===== src/rtl/hazard_ctrl.sv =====
// Hazard controller for the 5-stage core: stall/flush sequencing, EX operand forwarding,
// and data-memory wait tracking. Define HAZARD_PERF_EN to add load-use/memory stall counters.
module hazard_ctrl #(
  parameter int MAX_WAIT = 16,
  parameter int CNT_W    = 8
) (
  input  logic       clk_i,
  input  logic       rst_i,
  input  logic [4:0] rs1_id_i,
  input  logic [4:0] rs2_id_i,
  input  logic [4:0] rs1_ex_i,
  input  logic [4:0] rs2_ex_i,
  input  logic [4:0] rd_ex_i,
  input  logic       MemRead_ex_i,
  input  logic       PCsrc_ex_i,
  input  logic [4:0] rd_mem_i,
  input  logic       RegWrite_mem_i,
  input  logic [4:0] rd_wb_i,
  input  logic       RegWrite_wb_i,
  input  logic       dmem_req_i,
  input  logic       dmem_ready_i,
  output logic       stall_if_o,
  output logic       stall_id_o,
  output logic       stall_ex_o,
  output logic       stall_mem_o,
  output logic       flush_id_o,
  output logic       flush_ex_o,
  output logic [1:0] forwardA_o,
  output logic [1:0] forwardB_o,
  output logic       mem_timeout_o
`ifdef HAZARD_PERF_EN
  ,
  output logic [31:0] lu_stall_cnt_o,
  output logic [31:0] mem_stall_cnt_o
`endif
);

  typedef enum logic [0:0] {RUN, MEM_WAIT} state_t;

  localparam logic [CNT_W-1:0] CNT_SAT    = '1;
  localparam logic [CNT_W-1:0] CNT_ONE    = CNT_W'(1);
  localparam logic [CNT_W-1:0] MAX_WAIT_C = CNT_W'(MAX_WAIT);

  state_t           state;
  logic [CNT_W-1:0] wait_cnt;
  logic [CNT_W-1:0] cnt_inc;
  logic             lu;
  logic             mem_stall;
  logic             lu_bubble;

  // MEM has priority over WB; x0 is never forwarded.
  function automatic logic [1:0] fwd_sel(input logic [4:0] rs,
                                         input logic [4:0] rd_mem, input logic wr_mem,
                                         input logic [4:0] rd_wb,  input logic wr_wb);
    if (wr_mem && (rd_mem != 5'd0) && (rd_mem == rs))
      return 2'b10;
    else if (wr_wb && (rd_wb != 5'd0) && (rd_wb == rs))
      return 2'b01;
    else
      return 2'b00;
  endfunction

  assign lu = MemRead_ex_i && (rd_ex_i != 5'd0) &&
              ((rd_ex_i == rs1_id_i) || (rd_ex_i == rs2_id_i));

  // In MEM_WAIT the request is already outstanding, so only ready matters.
  assign mem_stall = (state == MEM_WAIT) ? !dmem_ready_i : (dmem_req_i && !dmem_ready_i);

  assign lu_bubble = !rst_i && !mem_stall && !PCsrc_ex_i && lu;

  assign cnt_inc = (state == RUN)       ? CNT_ONE  :
                   (wait_cnt == CNT_SAT) ? wait_cnt : wait_cnt + CNT_ONE;

  always_comb begin
    stall_if_o  = 1'b0;
    stall_id_o  = 1'b0;
    stall_ex_o  = 1'b0;
    stall_mem_o = 1'b0;
    flush_id_o  = 1'b0;
    flush_ex_o  = 1'b0;
    forwardA_o  = 2'b00;
    forwardB_o  = 2'b00;
    if (!rst_i) begin
      forwardA_o = fwd_sel(rs1_ex_i, rd_mem_i, RegWrite_mem_i, rd_wb_i, RegWrite_wb_i);
      forwardB_o = fwd_sel(rs2_ex_i, rd_mem_i, RegWrite_mem_i, rd_wb_i, RegWrite_wb_i);
      if (mem_stall) begin
        stall_if_o  = 1'b1;
        stall_id_o  = 1'b1;
        stall_ex_o  = 1'b1;
        stall_mem_o = 1'b1;
      end else if (PCsrc_ex_i) begin
        flush_id_o = 1'b1;
        flush_ex_o = 1'b1;
      end else if (lu) begin
        stall_if_o = 1'b1;
        stall_id_o = 1'b1;
        flush_ex_o = 1'b1;
      end
    end
  end

  always_ff @(posedge clk_i) begin
    if (rst_i) begin
      state         <= RUN;
      wait_cnt      <= '0;
      mem_timeout_o <= 1'b0;
    end else if (mem_stall) begin
      state    <= MEM_WAIT;
      wait_cnt <= cnt_inc;
      if (cnt_inc >= MAX_WAIT_C)
        mem_timeout_o <= 1'b1;
    end else begin
      state    <= RUN;
      wait_cnt <= '0;
    end
  end

`ifdef HAZARD_PERF_EN
  always_ff @(posedge clk_i) begin
    if (rst_i) begin
      lu_stall_cnt_o  <= '0;
      mem_stall_cnt_o <= '0;
    end else begin
      if (lu_bubble)
        lu_stall_cnt_o <= lu_stall_cnt_o + 32'd1;
      if (mem_stall)
        mem_stall_cnt_o <= mem_stall_cnt_o + 32'd1;
    end
  end
`else
  logic unused_lu_bubble;
  assign unused_lu_bubble = lu_bubble;
`endif

endmodule


===== config.mk =====
export PLATFORM = sky130hd
export DESIGN_NAME = hazard_ctrl
export DESIGN_NICKNAME = d
export VERILOG_FILES = /design/src/rtl/hazard_ctrl.sv
export SDC_FILE = /design/constraint.sdc
export NUM_CORES = 1
export LEC_CHECK = 0
export ABC_AREA = 1
export BUFFER_PORTS_ARGS = -buffer_cell sky130_fd_sc_hd__buf_2
export CORE_MARGIN = 2
export CORE_UTILIZATION = 39
export DETAILED_ROUTE_END_ITERATION = 6
export GPL_ROUTABILITY_DRIVEN = 0
export PLACE_DENSITY = 0.71
export SYNTH_ARGS = -nofsm -noshare
export SYNTH_HDL_FRONTEND = slang
export SYNTH_SLANG_ARGS = --single-unit

===== constraint.sdc =====
create_clock -name clk_i -period 1.7 [get_ports clk_i]
set_input_delay 0 -clock clk_i [delete_from_list [all_inputs] [get_ports clk_i]]
set_output_delay 0 -clock clk_i [all_outputs]
set_load 0.03 [all_outputs]

Word-level counts from Yosys, hierarchy flattened:

Index checks and enable logic that the tools add are counted.

* add/sub/neg operators: 1
* multipliers: 0
* div/mod/pow operators: 0
* $lt $le $gt $ge: 1
* equality and inequality tests: 7
* shifts and indexed selects: 0
* muxes and demuxes: 21
* bitwise operators: 1
* reductions and logical operators: 16

Operators by type and width (count)
* 5-bit equality test: 6
* 8-bit 2-to-1 mux: 2
* 1-bit 2-to-1 mux: 15
* 5-bit nonzero test: 3
* 1-bit logical AND: 9
* 8-bit by 1-bit adder with 8-bit output (second input constant): 1
* 8-bit equality test (second input constant): 1
* 8-bit by 5-bit greater-or-equal comparator with 1-bit output (second input constant): 1
* 2-bit 2-to-1 mux: 4
* 2-bit AND reduction: 1
* 2-bit OR reduction: 1
* 1-bit logical NOT: 1
* 1-bit logical OR: 1
* 1-bit inverter: 1

* register bits: 10
* bits in latches: 0
* memory bits (writable): 0
* bits in read-only memories: 0
* input port bits: 43
* output and inout port bits: 11
* logic and storage cells: 50
* memories kept: 0

Longest topological paths before layout:

Gate-level depths: netlist (run 1).

* word-level depth: 7
* mapped depth: 9
* depth with buffers taken out: 9

Worst setup path before layout (run 1):

No wires, ideal clock.

* path type: register -> output
* start: register state
* end: output stall_if_o
* arrival: 1.684 ns
* data required time: 1.700 ns
* slack: 0.016 ns
* stages on the path, launching flop included: 6
* buffers on the path: 1
* cells stage by stage: dfxtp_1 o21bai_1 nor2_1 inv_1 o21ai_0 buf_4

* longest elaborated chain between the ends: 3

Ends and longest elaborated chain
* from (decl): line 44 `state_t state;`
* from (signal assigned): line 104 `state <= RUN;`
* from (signal assigned): line 108 `state <= MEM_WAIT;`
* from (signal assigned): line 113 `state <= RUN;`
* 1-bit 2-to-1 mux: line 67 `assign mem_stall = (state == MEM_WAIT) ? !dmem_ready_i : (dmem_req_i && !dmem_ready_i);`
* 1-bit 2-to-1 mux (2 in series)
* to (decl): line 22 `output logic stall_if_o,`

No other way between the ends.

Final worst setup path (run 1):

* start: register state
* end: output stall_if_o

* longest elaborated chain between the ends: 3

Ends and longest elaborated chain
* 1-bit 2-to-1 mux: line 67
* 1-bit 2-to-1 mux: line 86 `if (mem_stall) begin`
* 1-bit 2-to-1 mux: line 83 `if (!rst_i) begin`

No other way between the ends.

==> results of run 1 <==
[per-stage QoR]
step	instance area, µm²	hold slack (ns)	utilization	std cells	worst slack [ns]
detailed placement	1371	0.3368	0.5105	268	0.4177
floorplan	1082	0.1118	-	186	0.01598
global route	1394	0.07737	0.5189	271	0.2247
finish	1394	0.06414	0.5189	271	0.3642
global placement	1371	0.3339	0.5105	268	0.4296
CTS	1394	0.05643	0.5189	271	0.3414
[routing by layer]
metal  track usage  vias to the layer above  wire length, µm
li1              -                      681                -
met1        0.1902                      546             1184
met4       0.04422                        0               14
met3       0.03687                        2              121
met5             0                        -                0
met2        0.3173                       31             1298
[state kept, by name (all words and copies together), names as in the netlist]
signal         cells
wait_cnt           8
state              1
mem_timeout_o      1
[final timing paths]
kind | to | slack, ns
max | stall_if_o | 0.36
min | wait_cnt[4] | 0.06
max reg2reg | mem_timeout_o | 0.40
min reg2reg | wait_cnt[0] | 0.48
[synth_stat cells (all sizes together)]
cell type	instances	share of area
xor2	12	0.097
nand2	48	0.17
nor2b	1	0.0058
o21ai	7	0.032
a31oi	3	0.017
or2	2	0.012
a21oi	4	0.018
xnor2	7	0.057
o211ai	1	0.0069
nor2	31	0.12
nand3	13	0.069
nand4	3	0.017
o22ai	1	0.0058
buf	2	0.014
nor3b	1	0.017
nor3	2	0.0092
inv	34	0.12
clkinv	1	0.0046
nand3b	1	0.0069
dfxtp	10	0.18
ha	1	0.012
o21bai	1	0.0069
[cell families (layout without fill, tap and decap cells)]
| group | count (synthesis) | count (layout) | share of synthesized area |
|---|---|---|---|
| AND/OR/NAND/NOR | 102 | 102 | 0.4255 |
| buffers and inverters | 37 | 91 | 0.1364 |
| XOR/XNOR | 19 | 19 | 0.1538 |
| AO/OA/AOI/OAI | 17 | 17 | 0.08787 |
| flip-flops | 10 | 10 | 0.1850 |
| adder cells (fa/ha/maj) | 1 | 1 | 0.01156 |
[cell type report]
| cell class | instances | share of cell area |
|---|---|---|
| Clock buffer | 3 | 0.01616 |
| Inverter | 35 | 0.09515 |
| Multi-Input combinational cell | 139 | 0.5269 |
| Sequential cell | 10 | 0.1436 |
| Tap cell | 31 | 0.02783 |
| Timing Repair Buffer | 53 | 0.1903 |
[critical path, stage by stage, from the launching register on]
cell and delay, ns:
dfxtp_1 0.35, o21bai_1 0.10, nor2_1 0.20, inv_1 0.08, o21ai_0 0.10, buf_2 0.24
[power groups by stage]
stage                     logic (mW)  clock network [mW]  registers, mW
final                          0.207               0.160          0.239
after global routing           0.233               0.178          0.239
after CTS                      0.210               0.167          0.239
after detailed placement       0.209                   0          0.244
after global placement         0.207                   0          0.244
after floorplan                0.116                   0          0.244
==> summary by stage, run 1 <==
CTS
The library cell used as clock root buffer is clkbuf_4. The clock transition time at the flip-flop clock pins of the worst setup and hold paths is 0.06 ns. The CTS tree is built. In this run the number of H-tree levels came out at 1. In this run, CTS created clock tree buffers numbering 3. After clock tree synthesis, the setup repair step added 0 buffers. The worst-skew pair later-pin latency is 0.26 ns. The clock passes through at most 2 buffers.

The number of hold buffers added after CTS was 0. The clock net sink count is 10. In this run, post-CTS repair resized a total of 0 instances.

Routing
The post-route antenna net violation count is 0. The wire length after detailed routing is 2618 µm. In the routed design, unresolved DRC markers number 0. The detailed router finished its first iteration with 22 violations. The via count normalized by instance count is 4.649. The first detailed-routing pass ran for 4 iterations.

Dividing the detail-routed wire length by the instance count gives 9.661 µm. The total number of vias is 1260.

Floorplan
Row generation in the floorplan step produced 19 rows. The die covers 0.003213 mm². The floorplan step defined a core boundary enclosing 0.002686 mm². Measured along the x axis, the die boundary spans 56.68 µm. For this design the top-level I/O count stands at 54. For this configuration, the core starts out at a cell density of 0.4029. The die is 56.68 µm tall.

Final layout
The post-layout net count is 286. Of the cells placed in the final design, the portion with a size suffix greater than 1 is 0.2708. The combined area of the multi-input logic cells is 734.5 µm². The area growth from synthesis to layout is 28.79%. The number of filler instances in the final layout is 283. In the layout the commonest cells are buf_2 (53), nand2_1 (47), inv_1 (34). The repair_antennas step left the layout with diodes totalling 0. The most common library cell in the layout ignoring fill and taps is buf_2.

The storage element area is 200.2 µm².

STA
Headroom to the max-slew limit came out at 0.7992. The part of the cycle the worst path needs is 0.7858. The count of final hold-check violations is 0. Setup total negative slack on the finished layout was measured at 0 ns. The final-report max-slew violation count is 0. The highest clock rate is 748.6 MHz. At the pin with the least slew margin, the transition time is 0.3009 ns. Across the routed clock network, the largest skew measured is 0.001344 ns.

After layout, the minimum clock period comes to 1.336 ns. Setup repair after global routing left no endpoint under its margin. Setup violations remaining at the end of the flow were counted as 0.

Pwr
Of the total power, registers draw 0.394. For this design the ratio of total power to cell area is 435.0 mW/mm². The design draws 0.6063 mW. The relative contribution of the clock network to total power is 0.264.

The net switching share of the total power is 0.3238. The maximum vdd drop is 0.0003556 V. The static leakage power is 0.7963 nW. Summed over all nets, the switching power comes to 0.1963 mW.

The combinational share of power is 0.342. The internal power is 0.4100 mW.

Logic synthesis
For this run, the register share of the synthesized area comes to 0.1850. Counting distinct cell types in the post-synthesis netlist gives 27. For this run, the number of Yosys warnings is 0. The average cell area after synthesis is 5.819 µm². The post-synth design cell area is 0.001082 mm². After synthesis the netlist holds a flip-flop and latch count of 10. The cell count after synthesis came out at 186. Synthesis produced a netlist with a net count of 230.

Setup path
The critical path class is flip-flop to output pin. The required time of the critical path is 1.70 ns. The worst setup path is launched from a flip-flop.

The endpoint class of the critical path is an output pin. The worst register-to-register path has a depth of 8. The worst reg2reg path startpoint is wait_cnt[0]. The start point of the critical path is state.

The data arrival time of the critical path is 1.34 ns. Of all nets on the critical path, the largest fanout is 4.

GRT
The number of global-route vias before repair is 1144. The first global-routing pass estimated 4416 µm of wire. Entering global routing, the biggest net connects 8 pins.

The initial antenna violation count is 0. The total overflow left after global routing is 0. The overall routing resource usage is 0.1694.

Outcome
The run finished with clean final reports.

Placement
The quantity of I/O buffers inserted on ports is 53. The final HPWL from detailed placement is 2272 µm.

Min path
The path class of the tightest hold or removal check is primary input to flip-flop. In this run the most critical hold path is launched from dmem_ready_i. The worst hold path was traced through 4 stages.

Job
The number of violations of the max-capacitance limit is 0.
(Power assumes the default switching activity.)
==> inputs of run 2 (changes only) <==
PLACE_DENSITY = 0.74   (was 0.71)
clock period = 1.19 ns   (was 1.7 ns; I/O delays follow)
==> summary by stage, run 2 (synthesis results as in run 1) <==
Outcome
The run finished, with violations left. The final reports fail on negative setup slack.

Final layout
After filler insertion, the fill cell instance count of the layout stands at 270. The largest registers in the layout are wait_cnt: 8 flops, mem_timeout_o: 1 flops, state: 1 flops. The area growth from synthesis to layout is 45.90%. The top cell types in the final layout, fill and taps aside, are buf_2 (49), nand2_1 (42), inv_1 (31). After the last flow step, the layout net total stands at 292. The number of standard cells in the layout, taps in and fillers out is 277. The flip-flop count of the largest register, all copies and words added is 8.

The register with the highest flop count is wait_cnt. Measured on the finished design, the core utilization comes to 0.5878. Of the cells placed in the final design, the portion with a size suffix greater than 1 is 0.3943. The final design area excluding fillers is 0.001579 mm². The antenna cell count is 0. The most common library cell in the layout ignoring fill and taps is buf_2.

CTS
The tree is rooted in a clkbuf_4. The later pin in the worst-skew pair is clocked with a latency of 0.27 ns. The count of hold-fix buffers inserted at cts is 0.

The clock transition time at the flip-flop clock pins of the worst setup and hold paths is 0.06 ns. The clock passes through at most 2 buffers. In this run, CTS created clock tree buffers numbering 3. The CTS tree is built. The clock drives 10 sinks. CTS built an H-tree with a depth of 1.

Floorplan
The initial core utilization is 0.4029. Measured along the x axis, the die boundary spans 56.68 µm. The die covers 0.003213 mm².

The total area inside the core boundary comes to 0.002686 mm². Measured along the y axis, the die boundary spans 56.68 µm. The count of pins on the block boundary is 54. The total number of placement rows is 19.

Pwr
The analysis attributes to cell leakage a power of 0.8756 nW. The worst-case IR drop observed on VDD is 0.0004605 V. Dividing total power by cell area gives a power density of 570.5 mW/mm².

Routing
In the routed design, unresolved DRC markers number 0. The pre-antenna-repair detailed-routing pass consisted of 4 iterations. The via count normalized by instance count is 4.718. The first-iteration detailed-routing DRC count is 51. Wires add up to 2866 µm. The total number of vias is 1307.

The routed wire length per instance is 10.35 µm. The post-route antenna net violation count is 0.

STA
Timing would allow up to 806.6 MHz. The final hold slack is 0.03817 ns. Counting I/O delays and the setup requirement, the final critical path takes 1.240 ns. The final-report max-slew violation count is 0.

For the pin with the worst max-slew slack, the measured transition is 0.2416 ns. The worst clock skew is 0.001491 ns. Setup repair after global routing could not meet its margin everywhere. The relative slew slack is 0.8388.

The final critical-path setup slack is -0.04977 ns. The part of the cycle the worst path needs is 1.042. The final-report setup violation count is 3. The count of final hold-check violations is 0.

Setup path
The critical path goes through nand2_1 -> nor2_1 -> nand2_1 -> nand2_1 -> nand3_1 -> a21oi_2 -> nand2_1. For this design, the slowest cell found on the critical path is dfxtp_1. The peak per-stage delay on the critical path is 0.40 ns. The critical path is of the flip-flop to flip-flop type. The family with the most delay on the worst path is simple AND/OR/NAND/NOR gates. Of all nets on the critical path, the largest fanout is 4.

Together, buffers and inverters on the worst path number 0. Data arrives at the worst endpoint at 1.41 ns. The worst setup path is captured at a flip-flop. The cell repeated most along the worst path is nand2_1. The startpoint kind of the worst setup timing path is a flip-flop. The required time of the critical path is 1.36 ns.

Placement
After legalization and detailed placement, the total HPWL measured 2174 µm. The placed cell area is 0.001416 mm². Prior to clock tree synthesis, the placed netlist has a worst setup slack of -0.05521 ns. Buffers placed on the I/O ports in this run total 53. Once placement completed, the tool counted placed cells totaling 272.

GRT
The pin count of the biggest net entering global routing is 8. The total overflow left after global routing is 0. The first global-routing pass estimated 4588 µm of wire. Across every metal layer, demand over resource in global routing totals 0.1748.

The initial antenna violation count is 0. The number of global-route vias before repair is 1170.

Min path
In this run the worst hold path is classified as primary input to flip-flop.

Job
The tool flagged a number of max-cap violations equal to 0.
==> run 2: cell types whose count changed in the layout (fill, tap and decap cells not counted), sizes merged <==
cell	change
buf	+6
==> run 2: final cells by class <==
class	instances	area [µm²]	area share
Clock buffer	3	22.52	0.01426
Sequential cell	10	214.0	0.1355
Tap cell	31	38.79	0.02456
Inverter	35	132.6	0.08399
Timing Repair Buffer	59	335.3	0.2124
Multi-Input combinational cell	139	835.8	0.5293
==> run 2: metal layers <==
layer,up-vias,part of all wire,GRT usage
li1,691,-,-
met2,54,0.48,0.3023
met3,7,0.070,0.01843
met1,555,0.43,0.2184
met4,0,0.018,0.07143
met5,-,0,0
==> run 2: through the flow <==
step	setup TNS [ns]	total power, mW
after floorplan	0	0.5176
after global placement	-0.06512	0.6506
after detailed placement	-0.1132	0.6528
after CTS	-0.06991	0.8928
after global routing	-0.5070	0.9613
final	-0.09525	0.9008
==> run 2: path summary, 6_finish.rpt <==
path | startpoint | endpoint | slack, ns | cells after the start
setup / recovery | wait_cnt[4] | mem_timeout_o | -0.05 | 7
hold / removal | rst_i | state | 0.04 | 2
setup reg to reg | wait_cnt[4] | mem_timeout_o | -0.05 | 7
hold reg to reg | state | wait_cnt[0] | 0.48 | 1
==> run 2: power breakdown <==
group	internal [mW]	total (mW)	switching (mW)
logic	0.152	0.328	0.176
registers	0.334	0.338	0.00451
clock network	0.117	0.235	0.117
==> run 2: worst register-to-register path, delay by kind of cell, from the launching register on <==
| family | cells | cell delay [ns] |
|---|---|---|
| AND/OR/NAND/NOR | 6 | 0.60 |
| flip-flops | 1 | 0.40 |
| AO/OA/AOI/OAI | 1 | 0.14 |
==> run 2: what timing repair did <==
| action | 4_1_cts | 5_1_grt |
|---|---|---|
| pin swaps | 2 | 8 |
| gates resized for setup | 9 | 34 |
| buffers inserted | 0 | 2 |
| endpoints found under the setup margin | 8 | 9 |
